## src/rtl/pc_sequencer.sv

```systemverilog
// Program-counter sequencer for the single-cycle MIPS core.
// Launches, steps, stalls, halts at HALT_PC and faults on bad targets or runaway.
module pc_sequencer #(
    parameter logic [31:0] RESET_PC  = 32'd0,
    parameter logic [31:0] HALT_PC   = 32'd356,
    parameter int unsigned MAX_INSTR = 1024,
    parameter int unsigned CNT_W     = 32
) (
    input  logic             clk,
    input  logic             rst,
    input  logic             start,
    input  logic             step_mode,
    input  logic             step,
    input  logic             stall,
    input  logic             br_taken,
    input  logic [31:0]      br_target,
    output logic [31:0]      pc,
    output logic             commit,
    output logic             busy,
    output logic             done,
    output logic             halted,
    output logic [1:0]       err_code,
    output logic [CNT_W-1:0] instr_count
);

    typedef enum logic [1:0] {
        S_IDLE,
        S_RUN,
        S_HALTED,
        S_FAULT
    } state_e;

    localparam logic [1:0] ERR_NONE  = 2'b00;
    localparam logic [1:0] ERR_ALIGN = 2'b01;
    localparam logic [1:0] ERR_WDOG  = 2'b10;

    localparam logic [CNT_W-1:0] MAX_CNT = CNT_W'(MAX_INSTR);
    localparam bit CFG_OK = (CNT_W >= $clog2(MAX_INSTR + 1));

    state_e           state_q, state_d;
    logic [31:0]      pc_q, pc_d;
    logic [CNT_W-1:0] cnt_q, cnt_d;
    logic [1:0]       err_q, err_d;
    logic             done_q, done_d;

    logic             at_halt;
    logic             misaligned;
    logic [31:0]      next_pc;
    logic [CNT_W-1:0] cnt_inc;

    always_comb begin
        at_halt    = (pc_q == HALT_PC);
        next_pc    = br_taken ? br_target : pc_q + 32'd4;
        misaligned = br_taken && (br_target[1:0] != 2'b00);
        cnt_inc    = cnt_q + CNT_W'(1);
        commit     = (state_q == S_RUN) && !stall && !at_halt
                     && (!step_mode || step);
    end

    always_comb begin
        state_d = state_q;
        pc_d    = pc_q;
        cnt_d   = cnt_q;
        err_d   = err_q;
        done_d  = 1'b0;
        unique case (state_q)
            S_IDLE: begin
                pc_d = RESET_PC;
                if (start) begin
                    state_d = S_RUN;
                    cnt_d   = '0;
                    err_d   = ERR_NONE;
                end
            end
            S_RUN: begin
                if (stall) begin
                    state_d = S_RUN;
                end else if (at_halt) begin
                    state_d = S_HALTED;
                    done_d  = 1'b1;
                end else if (commit) begin
                    cnt_d = cnt_inc;
                    // A bad target is never loaded; pc stays on the branch.
                    if (misaligned) begin
                        state_d = S_FAULT;
                        err_d   = ERR_ALIGN;
                    end else begin
                        pc_d = next_pc;
                        if (cnt_inc == MAX_CNT && next_pc != HALT_PC) begin
                            state_d = S_FAULT;
                            err_d   = ERR_WDOG;
                        end
                    end
                end
            end
            S_HALTED, S_FAULT: begin
                if (start) begin
                    state_d = S_RUN;
                    pc_d    = RESET_PC;
                    cnt_d   = '0;
                    err_d   = ERR_NONE;
                end
            end
            default: state_d = S_IDLE;
        endcase
    end

    always_ff @(posedge clk) begin
        if (rst) begin
            state_q <= S_IDLE;
            pc_q    <= RESET_PC;
            cnt_q   <= '0;
            err_q   <= ERR_NONE;
            done_q  <= 1'b0;
        end else begin
            assert (CFG_OK);
            state_q <= state_d;
            pc_q    <= pc_d;
            cnt_q   <= cnt_d;
            err_q   <= err_d;
            done_q  <= done_d;
        end
    end

    assign pc          = pc_q;
    assign busy        = (state_q == S_RUN);
    assign halted      = (state_q == S_HALTED) || (state_q == S_FAULT);
    assign done        = done_q;
    assign err_code    = err_q;
    assign instr_count = cnt_q;

endmodule

```

## config.mk

```make
export PLATFORM = sky130hd
export DESIGN_NAME = pc_sequencer
export DESIGN_NICKNAME = d
export VERILOG_FILES = /design/src/rtl/pc_sequencer.sv
export SDC_FILE = /design/constraint.sdc
export NUM_CORES = 1
export LEC_CHECK = 0
export CORE_ASPECT_RATIO = 1.1
export CORE_MARGIN = 4
export CORE_UTILIZATION = 41
export DETAILED_ROUTE_END_ITERATION = 8
export DONT_BUFFER_PORTS = 1
export PLACE_DENSITY = 0.58
export SYNTH_ARGS = -nofsm -noshare
export SYNTH_HDL_FRONTEND = slang
export SYNTH_SLANG_ARGS = --single-unit
export TNS_END_PERCENT = 20
```

## constraint.sdc

```tcl
create_clock -name clk -period 3.85 [get_ports clk]
set_input_delay 0.77 -clock clk [delete_from_list [all_inputs] [get_ports clk]]
set_output_delay 0.77 -clock clk [all_outputs]
set_load 0.05 [all_outputs]
```

==> results.txt <==
* Status: finished, final reports clean
- Standard cell core area: 11400 µm²
* Total global routing track utilization: 23.9%
* Total of warnings raised by yosys: 0
- Terminating pin of the worst hold path: instr_count[15]
* Antenna violations before repair: 1
- End of the worst register-to-register path: err_code[1]
* Final setup violation count: 0
* Average size of a mapped cell: 7.29 µm²
- The number of clock buffers added by TritonCTS is 9.
* Count of cell types in the netlist: 71
- Launch point of the worst reg-to-reg path: pc[16]
- Total power density per cell area: 326 nW/µm²
* Net count of the mapped netlist: 701
- Headroom to the max-slew limit came out at 39.8%.
- Clock Sink Count: 69
* Layout area overhead: 13.5%
- Hold wc startpoint: rst
* Critical setup path kind: reg2reg
- STA classifies the critical path endpoint as a flip-flop.
- The slowest stage of the critical path is the sky130_fd_sc_hd__dfxtp_1 cell.
- Vias in the first global route: 5144
* Final Routed Wirelength: 16100 µm
- Combined area of all synthesized cells: 4800 µm²
- Based on the critical path, the design can be clocked at up to 0.300 GHz.
- Global-route wire length before repair: 26100 µm
- For the finished layout, the period the worst path requires is 3.33 ns.
- Cell leakage power: 1.90 nW
- Internal power contribution: 1.36 mW
- Routed wire per std cell: 19.6 µm
- Largest stage delay on the critical path: 0.77 ns
- Of the cells placed in the final design, the portion with a size suffix greater than 1 is 12.8%.
- Cells fill 47.6% of the core in the end.
* Port bufs: 0
* Buffers from clock root to sink, at most: 2
- Largest net degree at the start of global routing: 69
- Of all flip-flops after synthesis, the portion carrying an async set or reset was 0%.
- In this run the core area contains 41 standard-cell rows.
- Final cycle utilization of the critical path: 86.6%
- The tool flagged a number of max-cap violations equal to 0.
* Delay-heaviest family, CP: simple AND/OR/NAND/NOR gates
- Net switching power of the design: 0.421 mW
* Slew Limit Fails: 0
- Die outline area: 13500 µm²
- The final route contains 5180 vias.
- Remaining routing DRC violations: 0
* Total area of sequential cells: 1380 µm²
* Number of buffers and inverters on the critical path: 0
* Worst hold path cell count: 1
- R2R depth: 8
* Post-Synthesis Cells: 658
- Crit path launch type: flip-flop
- Data arrival at the endpoint of the critical path: 3.55 ns
- Worst VDD drop: 0.181 mV
- At the end of the flow, the number of nets in the layout was 708.
- The first routing iteration left 378 violations.
- Largest fanout on the critical path: 7
- Count of placed standard cells including taps: 804
* Die width: 111 µm
* Required time of the critical path: 4.07 ns
* Share of total power in the clock network: 52.3%
* Setup_tns: 0 ns
- Switching power as a share of total power: 23.7%
- RSZ-0062 raised after global routing: false
- H-Tree Depth: 3
* # Post-CTS Setup Buffers: 0
* Post-synth EDFFs: 0
- Slew of the pin with the lowest slew margin: 0.901 ns
* Master cell of the clock root buffer: sky130_fd_sc_hd__clkbuf_16
- Flop pwr share: 40.7%
- Area of the multi-input gates: 3170 µm²
* Cells along the critical path: and4_1, nand4_1, nor2_1, xnor2_1, or4b_1, a2111o_1, nor3_1, o21ai_1
- Fill cells in the final layout number 1177.
- Initial standard-cell utilization of the core: 41.9%
* Flip-flop cell with the highest count after synthesis: sky130_fd_sc_hd__dfxtp_1
- HPWL reported at the end of detailed placement: 11400 µm
* Worst-case register-to-register setup slack: 0.52 ns
* Detailed-route vias per instance: 6.31
* Seq/Total Area, Yosys: 28.8%
- Number of buffers added to fix hold violations after cts: 0
- DR pass1 iterations: 5
- Insertion delay of the later-clocked pin in the worst-skew pair: 0.34 ns
* Number of hold violations in the final report: 0
- Once detail routing completed, the nets flagged for antenna violations numbered 0.
* Placer's final routability congestion estimate: 0.880
- HP Class: in2reg
- In this run the count of I/O pins placed on the die edge is 109.
- Post-route non-filler standard cell count: 821
- Number of gates resized after CTS: 0
- Comb power frac: 7.0%
* Reg clk slew, reported paths: 0.06 ns
- From bottom edge to top edge, the die measures 121 µm.
- After synthesis the netlist holds a flip-flop and latch count of 69.
- TritonCTS built the clock tree.
- For this run the aggregate overflow at the end of global routing stands at 0.
- Between clock sinks in the finished design, the worst skew comes to 0.00805 ns.
worst max path at each step:
stage / start / endpoint / slack (ns) / depth (start not counted)
after global routing: pc[2] / err_code[1] / 0.26 / 10
after CTS: pc[16] / err_code[1] / 0.53 / 8
after global placement: pc[16] / err_code[1] / 0.61 / 8
after floorplan: instr_count[0] / err_code[0] / 0.54 / 9
final: pc[16] / err_code[1] / 0.52 / 8
after detailed placement: pc[16] / state_q[1] / 0.53 / 8
worst register-to-register path, cell delays in order, from the launching register on:
cell                       delay, ns
sky130_fd_sc_hd__dfxtp_1        0.77
sky130_fd_sc_hd__and4_1         0.39
sky130_fd_sc_hd__nand4_1        0.31
sky130_fd_sc_hd__nor2_1         0.21
sky130_fd_sc_hd__xnor2_1        0.18
sky130_fd_sc_hd__or4b_1         0.47
sky130_fd_sc_hd__a2111o_1       0.38
sky130_fd_sc_hd__nor3_1         0.37
sky130_fd_sc_hd__o21ai_1        0.13
registers in the layout, summed over array words and instances (netlist names):
name,count
done,1
err_code,2
instr_count,32
pc,32
state_q,2
cell families (layout without fill, tap and decap cells):
logic type	after synthesis	count (layout)	synth area share [%]
fa+ha+maj	4	4	1.04
compound gates	182	182	24.3
other cells	0	1	0
simple gates	317	317	35.4
mux	2	2	0.443
xor+xnor	26	26	4.75
buf+inv	58	70	5.27
flops	69	69	28.8
power by group through the flow:
stage,clock network (mW),registers (mW),logic (mW)
6_report,0.929,0.723,0.125
3_5_place_dp,0,0.739,0.124
3_3_place_gp,0,0.739,0.123
2_1_floorplan,0,0.743,0.101
5_1_grt,0.976,0.723,0.138
4_1_cts,0.946,0.723,0.124
cells in the mapped netlist, drive strengths merged (7+ instances only):
master / instances / area share [%]
o21ai: 51 / 5.3
nand3: 30 / 3.2
nand2: 67 / 5.2
and4: 13 / 2.5
xor2: 16 / 2.9
a21oi: 48 / 5.0
nand2b: 8 / 1.0
a311oi: 8 / 1.5
o31ai: 7 / 1.1
buf: 12 / 1.7
xnor2: 10 / 1.8
or4: 10 / 1.7
nor4: 26 / 3.8
or3: 7 / 0.94
nor3: 16 / 1.8
inv: 7 / 0.55
clkbuf: 39 / 3.1
nand3b: 7 / 1.1
a22oi: 23 / 3.6
nand4: 22 / 2.9
and3: 16 / 2.2
and2: 8 / 1.1
dfxtp: 69 / 29
nor2: 77 / 6.1
metal layers:
metal / vias up / GRT usage (%) / routed length (µm)
li1: 2489 / - / -
met1: 2424 / 26.2 / 6120
met2: 217 / 40.7 / 7920
met3: 50 / 7.33 / 1390
met4: 0 / 14.7 / 649
met5: - / 0 / 0
metrics by stage:
step | setup slack [ns] | instance area, µm² | total power, mW | hold WS, ns
floorplan | 0.542 | 4800 | 0.844 | 0.469
global placement | 0.608 | 5120 | 0.861 | 0.484
detailed placement | 0.533 | 5120 | 0.862 | 0.504
CTS | 0.530 | 5450 | 1.79 | 0.482
global route | 0.262 | 5450 | 1.84 | 0.478
finish | 0.516 | 5450 | 1.78 | 0.490
area by class of cell:
type                    count  share of cell area, %
multi-input cells         531                   58.2
diodes                      1                 0.0459
repair buffers             47                   6.48
clock inverters             4                   1.29
flip-flops and latches     69                   25.4
clock buffers              12                   4.71
inverters                   7                  0.482
well taps                 150                   3.45
layout by cell type, fill, tap and decap left out, types with 8 or more instances in the layout:
cell type	count
sky130_fd_sc_hd__a21oi_1	48
sky130_fd_sc_hd__a22oi_1	23
sky130_fd_sc_hd__a311oi_1	8
sky130_fd_sc_hd__and3_1	13
sky130_fd_sc_hd__and4_1	11
sky130_fd_sc_hd__buf_4	47
sky130_fd_sc_hd__clkbuf_16	9
sky130_fd_sc_hd__dfxtp_1	69
sky130_fd_sc_hd__nand2_1	67
sky130_fd_sc_hd__nand2b_1	8
sky130_fd_sc_hd__nand3_1	29
sky130_fd_sc_hd__nand4_1	22
sky130_fd_sc_hd__nor2_1	75
sky130_fd_sc_hd__nor3_1	15
sky130_fd_sc_hd__nor4_1	24
sky130_fd_sc_hd__o21ai_0	47
sky130_fd_sc_hd__xnor2_1	10
sky130_fd_sc_hd__xor2_1	16
Power figures use the tool's default switching activity.
